### config.mk
export PLATFORM = sky130hd
export DESIGN_NAME = mux4_rr_arbiter
export DESIGN_NICKNAME = d
export VERILOG_FILES = /design/src/rtl/mux4_rr_arbiter.sv
export SDC_FILE = /design/constraint.sdc
export NUM_CORES = 1
export LEC_CHECK = 0
export CAP_MARGIN = 10
export CORE_AREA = 5 5 57 59
export DETAILED_ROUTE_END_ITERATION = 10
export DIE_AREA = 0 0 62 64
export PLACE_DENSITY = 0.72
export SKIP_CTS_REPAIR_TIMING = 1
export SLEW_MARGIN = 10
export SYNTH_ARGS = -nofsm -noshare
export SYNTH_HDL_FRONTEND = slang
export SYNTH_SLANG_ARGS = --single-unit
### constraint.sdc
create_clock -name clk -period 1.7 [get_ports clk]
set_input_delay 0.51 -clock clk [delete_from_list [all_inputs] [get_ports clk]]
set_output_delay 0.51 -clock clk [all_outputs]
set_load 0.005 [all_outputs]
### src/rtl/mux4_rr_arbiter.sv
// Round-robin arbiter for a shared 4:1 mux: registered one-hot grant, mux select
// and a per-tenure beat limit. Define ARB_LOCK_EN to add the Lock input that stretches a tenure.
module mux4_rr_arbiter #(
    parameter int MAX_BURST = 4,
    parameter int CNT_W     = 8
) (
    input  logic       clk,
    input  logic       rst_n,
    input  logic [3:0] Req,
    input  logic       Ready,
`ifdef ARB_LOCK_EN
    input  logic       Lock,
`endif
    output logic [3:0] Grant,
    output logic [1:0] Control,
    output logic       Valid,
    output logic       Beat
);

    typedef enum logic {IDLE, GRANT} state_e;

    typedef struct packed {
        logic       found;
        logic [1:0] idx;
    } pick_t;

    state_e           state_q;
    logic [3:0]       grant_q;
    logic [1:0]       control_q;
    logic [1:0]       ptr_q;
    logic [CNT_W-1:0] cnt_q;

    pick_t            idle_pick;
    pick_t            rel_pick;
    logic [1:0]       ptr_next;
    logic             cnt_last;
    logic             hold_tenure;
    logic             release_now;

    // First set request bit scanning from ptr upward, wrapping at 4.
    function automatic pick_t pick(input logic [3:0] req, input logic [1:0] ptr);
        pick_t      r;
        logic [1:0] k;
        r = '0;
        for (int i = 0; i < 4; i++) begin
            k = ptr + 2'(i);
            if (!r.found && req[k]) begin
                r.found = 1'b1;
                r.idx   = k;
            end
        end
        return r;
    endfunction

    assign Grant   = grant_q;
    assign Control = control_q;
    assign Valid   = |grant_q;
    assign Beat    = Valid & Ready;

`ifdef ARB_LOCK_EN
    assign hold_tenure = Lock;
`else
    assign hold_tenure = 1'b0;
`endif

    // In GRANT, Control is the granted index, so it doubles as g.
    assign ptr_next    = control_q + 2'd1;
    assign cnt_last    = (cnt_q == CNT_W'(MAX_BURST - 1));
    assign release_now = !Req[control_q] || (Beat && cnt_last && !hold_tenure);
    assign idle_pick   = pick(Req, ptr_q);
    assign rel_pick    = pick(Req, ptr_next);

    // NOTE: every state register uses <= so all of them see pre-edge values of each other.
    always_ff @(posedge clk or negedge rst_n) begin
        if (!rst_n) begin
            state_q   <= IDLE;
            grant_q   <= 4'b0000;
            control_q <= 2'b00;
            ptr_q     <= 2'b00;
            cnt_q     <= '0;
        end else begin
            case (state_q)
                IDLE: begin
                    if (idle_pick.found) begin
                        state_q   <= GRANT;
                        grant_q   <= 4'b0001 << idle_pick.idx;
                        control_q <= idle_pick.idx;
                        cnt_q     <= '0;
                    end
                end
                GRANT: begin
                    if (release_now) begin
                        ptr_q <= ptr_next;
                        cnt_q <= '0;
                        if (rel_pick.found) begin
                            grant_q   <= 4'b0001 << rel_pick.idx;
                            control_q <= rel_pick.idx;
                        end else begin
                            // Control keeps its value so the mux select stays put while idle.
                            state_q <= IDLE;
                            grant_q <= 4'b0000;
                        end
                    end else if (Beat && !cnt_last) begin
                        cnt_q <= cnt_q + 1'b1;
                    end
                end
                default: state_q <= IDLE;
            endcase
        end
    end

endmodule

### Yosys cells after proc, flatten, opt, wreduce, memory -nomap -nowiden

Index checks and enable logic that the tools add are counted.

* bits in registers: 17
* word-level logic and storage cells: 95
* output and inout port bits: 8

* $add $sub $neg: 8
* shift operators: 2
* reduce and logical (&&, ||, !) cells: 22
* eq/ne operators: 5
* $lt $le $gt $ge: 9
* bitwise gates (word level): 2
* mux-type cells: 42

Operators by type and width (number)
* $lt A2 B3 Y1 const B: 9
* $mux W3: 8
* $mux W8: 3
* $bmux W1 S2: 9
* $pmux W8 S2: 1
* $mux W1: 12
* $mux W4: 3
* $add A2 B2 Y2 const B: 4
* $add A8 B1 Y8 const B: 1
* $eq A8 B2 Y1 const B: 1
* $logic_and A1 B1 Y1: 8
* $logic_not A1 Y1: 8
* $pmux W4 S2: 1
* $shl A1 B2 Y4 const A: 2
* $add A2 B1 Y2 const B: 3
* $mux W2: 3
* $reduce_and A2 Y1: 3
* $ne A2 B1 Y1 const B: 2
* $pmux W2 S2: 1
* $reduce_or A4 Y1: 1
* $ne A3 B1 Y1 const B: 1
* $reduce_and A3 Y1: 1
* $ne A2 B2 Y1 const B: 1
* $pmux W1 S2: 1
* 3 further kinds: 3

### Longest topological paths before layout

* depth after elaboration: 17
* depth in mapped cells: 8

### Worst setup path before layout

Ideal clock, no wire load.

* kind: input to register
* from: input Req[1]
* to: register grant_q[0], in the netlist Grant[0]
* setup time: 0.125 ns
* cell stages on the path: 6
* arrival time: 1.759 ns
* slack: -0.184 ns
* path buffers: 2
* cells stage by stage: buf_6 or4_1 buf_6 nor2_8 a21oi_2 mux2_4

* cells in the longest elaborated chain, start to end: 16
* elaborated cells between the ends (all ways): 49

RTL lines
* start: declaration: RTL line 9 `input logic [3:0] Req,`
* $bmux W1 S2: RTL line 47 `if (!r.found && req[k]) begin`
* $mux W1 (implied by the code): RTL line 47
* $mux W3: RTL line 47
* $logic_not A1 Y1: RTL line 47
* $logic_and A1 B1 Y1: RTL line 47
* $mux W3: RTL line 47
* $logic_not A1 Y1: RTL line 47
* $logic_and A1 B1 Y1: RTL line 47
* $mux W3: RTL line 47
* $logic_not A1 Y1: RTL line 47
* $logic_and A1 B1 Y1: RTL line 47
* $mux W3: RTL line 47
* $shl A1 B2 Y4: RTL line 96 `grant_q <= 4'b0001 << rel_pick.idx;`
* $mux W4: RTL line 95 `if (rel_pick.found) begin`
* $mux W4: RTL line 92 `if (release_now) begin`
* $pmux W4 S2: RTL line 82 `case (state_q)`
* end signal: assignment: RTL line 86 `grant_q <= 4'b0001 << idle_pick.idx;`
* end signal: assignment: RTL line 96
* end: declaration: RTL line 28 `logic [3:0] grant_q;`

Several ways; a longest one is shown, not always the timed one. The select of a mux whose other input is x is not followed.
A chain may end at the register's enable or synchronous reset.

### Final worst setup path

* from: register grant_q[2], in the netlist Grant[2]
* to: output Beat

* cells in the longest elaborated chain, start to end: 2

RTL lines
* $reduce_or A4 Y1: RTL line 57 `assign Valid = |grant_q;`
* $and A1 B1 Y1: RTL line 58 `assign Beat = Valid & Ready;`
* end: declaration: RTL line 17 `output logic Beat`

Every way passes these cells.

==> reports/metrics.yaml <==
cp.required_ns: 1.19
instances_no_fill: 208
synth_compound_area_share_pct: 21.29
core_area_um2: 2663
yosys_warnings: 0
synth-xor-area-share_pct: 3.514
wl_um: 3346
crit_type: "reg -> out"
antenna_left: 0
worstPathMaxFanout: 2
ys_async_sr_fraction_pct: 100.0
grt_max_degree: 18
wl_per_cell_um: 16.09
antenna_cells: 0
post-route-period-util_pct: 116.7
status: "finished with violations"
cts_sinks: 17
grt-ovfl-total: 0
areaGrowthSynthToFinish_pct: 41.16
synth_cells: 137
fmax_mhz: 504.0
setup_ws_ns: -0.2843
synth_nets: 145
finalSetupTns_ns: -1.531
clk_latency_ns: 0.29
gp_congestion: 0.9251
io-pin-count: 15
die_w_um: 62
synthTopCellsByCount: "17 x dfrtp_1, 15 x a21oi_1, 13 x nand2_1"
cp-end-kind: "output port"
synth_top_family_by_area: "simple AND/OR/NAND/NOR gates"
grt_use_met1_pct: 20.63
synthTopCellsByArea: "dfrtp_1 34%, a21oi_1 6.0%, buf_6 4.5%"
cts_max_path_buffers: 2
worstMarginPinSlew_ns: 0.3176
final_max_slew_viol_count: 0
start_util_pct: 46.80
port_buffers: 14
synth_cell_types: 47
hold_violations: 0
via_per_inst: 5.947
synth_edf_count: 0
synth_fa_ha_area_share_pct: 1.004
first_iter_violations: 73
layout.nets: 186
drc: 0
powerDensity_nw_per_um2: 1450
synthSimpleGateAreaFrac_pct: 25.60
cts.htree.levels: 1
min_period_ns: 1.984
dr.pass1.iters: 4
post-synth-top-count-cell: "dfrtp_1"
netlist.top_cell.by_area: "dfrtp_1"
setup_viol: 16
maxCapViolCount: 0
arrival_ns: 1.47
path_clk_slew_ns: 0.10
rows: 19
cts_made_buffers: 3
cts_tree: "yes"
die_area_um2: 3968
placed_cells: 199
ys.flop_type: "dfrtp_1"
grt_busiest_layer: "met2"
synth_mux_area_share_pct: 6.426
grt_util_met2_pct: 28.63
max_slew_margin_pct: 78.83
violations: "setup timing"
fin_skew_ns: 0.006249
synth-seq-cells: 17
ir_drop_mv: 0.9390
grt_pass1_vias: 1211
root_buffer: "clkbuf_4"
whs_ns: 0.5289
hpwl_um: 2285
yosys.area.top_type_share_pct: 34.14
antenna_found_initial: 0
drive_gt1_share_pct: 37.85
start_kind: "flop"
die_y_um: 64
p_leak_nw: 0.8662
syn_area_um2: 1246
grt_pass1_wl_um: 5292
synth_area_per_cell_um2: 9.096
grt_use_met3_pct: 2.414
rsz0062_at_grt: "yes"
yosysSeqAreaShare_pct: 34.14
vias: 1237
grt_usage_pct: 17.41
hp-class: "in -> async"
-- cell type report --
cell class | count | area, um^2
clock inverter | 1 | 5.005
tap | 31 | 38.79
sequential | 17 | 426.7
multi-input combinational | 104 | 829.5
fill | 217 | 903.4
timing repair buffer | 43 | 402.9
clock buffer | 3 | 22.52
inverter | 9 | 33.78
-- placed cells by master (no fill, tap or decap), types with 3 or more instances in the layout --
cell / netlist / routed
buf_4: 0 / 23
dfrtp_1: 17 / 16
nand2_1: 13 / 12
dlymetal6s2s_1: 0 / 11
inv_1: 8 / 8
nor2_1: 12 / 8
a21oi_2: 1 / 8
nand3_1: 7 / 7
a21oi_1: 15 / 7
buf_6: 5 / 6
o21ai_1: 0 / 4
xnor2_1: 4 / 4
nand2_4: 2 / 3
nand2b_1: 4 / 3
a211oi_1: 3 / 3
clkbuf_4: 0 / 3
-- cell families after synthesis --
group | after synthesis
xor+xnor | 5
buf+inv | 16
simple gates | 55
fa+ha+maj | 1
compound gates | 38
mux | 5
flops | 17
-- critical path, stage by stage, from the launching register on --
cell,delay (ns)
dfrtp_1,0.40
or4_4,0.56
nand2_4,0.08
inv_2,0.04
clkbuf_2,0.10
-- path summary, 6_finish.rpt --
kind	from	endpoint	slack, ns	depth (start not counted)
worst max-delay path	Grant[2]	Beat	-0.28	4
worst min-delay path	rst_n	cnt_q[5]	0.53	2
worst max register to register	Grant[2]	Control[1]	-0.15	9
worst min register to register	cnt_q[0]	cnt_q[0]	0.58	1
max in group asynchronous	rst_n	Control[1]	0.97	2
min in group clk	cnt_q[0]	cnt_q[0]	0.58	1
-- registers in the layout, summed over array words and instances (netlist names) --
signal / count
ptr_q: 2
state_q: 1
Grant: 4
cnt_q: 8
Control: 2
-- stage by stage --
step	instance area, um^2	util [%]	power [mW]	setup slack [ns]
after floorplan	1265	-	1.492	-0.1563
after global placement	1554	58.36	1.980	-0.5375
after detailed placement	1554	58.36	2.025	-0.5679
after CTS	1582	59.40	2.250	-0.6506
after global routing	1759	66.07	2.729	-0.3623
final	1759	66.07	2.550	-0.2843
-- per-layer routing --
metal  wire length (um)  vias to the layer above
met3                159                       18
met5                  0                        -
li1                   -                      573
met2               1749                       55
met4                151                        0
met1               1286                      591
-- power by group --
| group | total, mW | switching [mW] | internal, mW | leakage [nW] |
|---|---|---|---|---|
| clock network | 0.214 | 0.127 | 0.0875 | 0.0177 |
| logic | 1.70 | 0.825 | 0.876 | 0.634 |
| registers | 0.635 | 0.114 | 0.521 | 0.215 |
| total | 2.55 | 1.07 | 1.48 | 0.866 |
No activity file was read; power rests on OpenSTA's default activity.
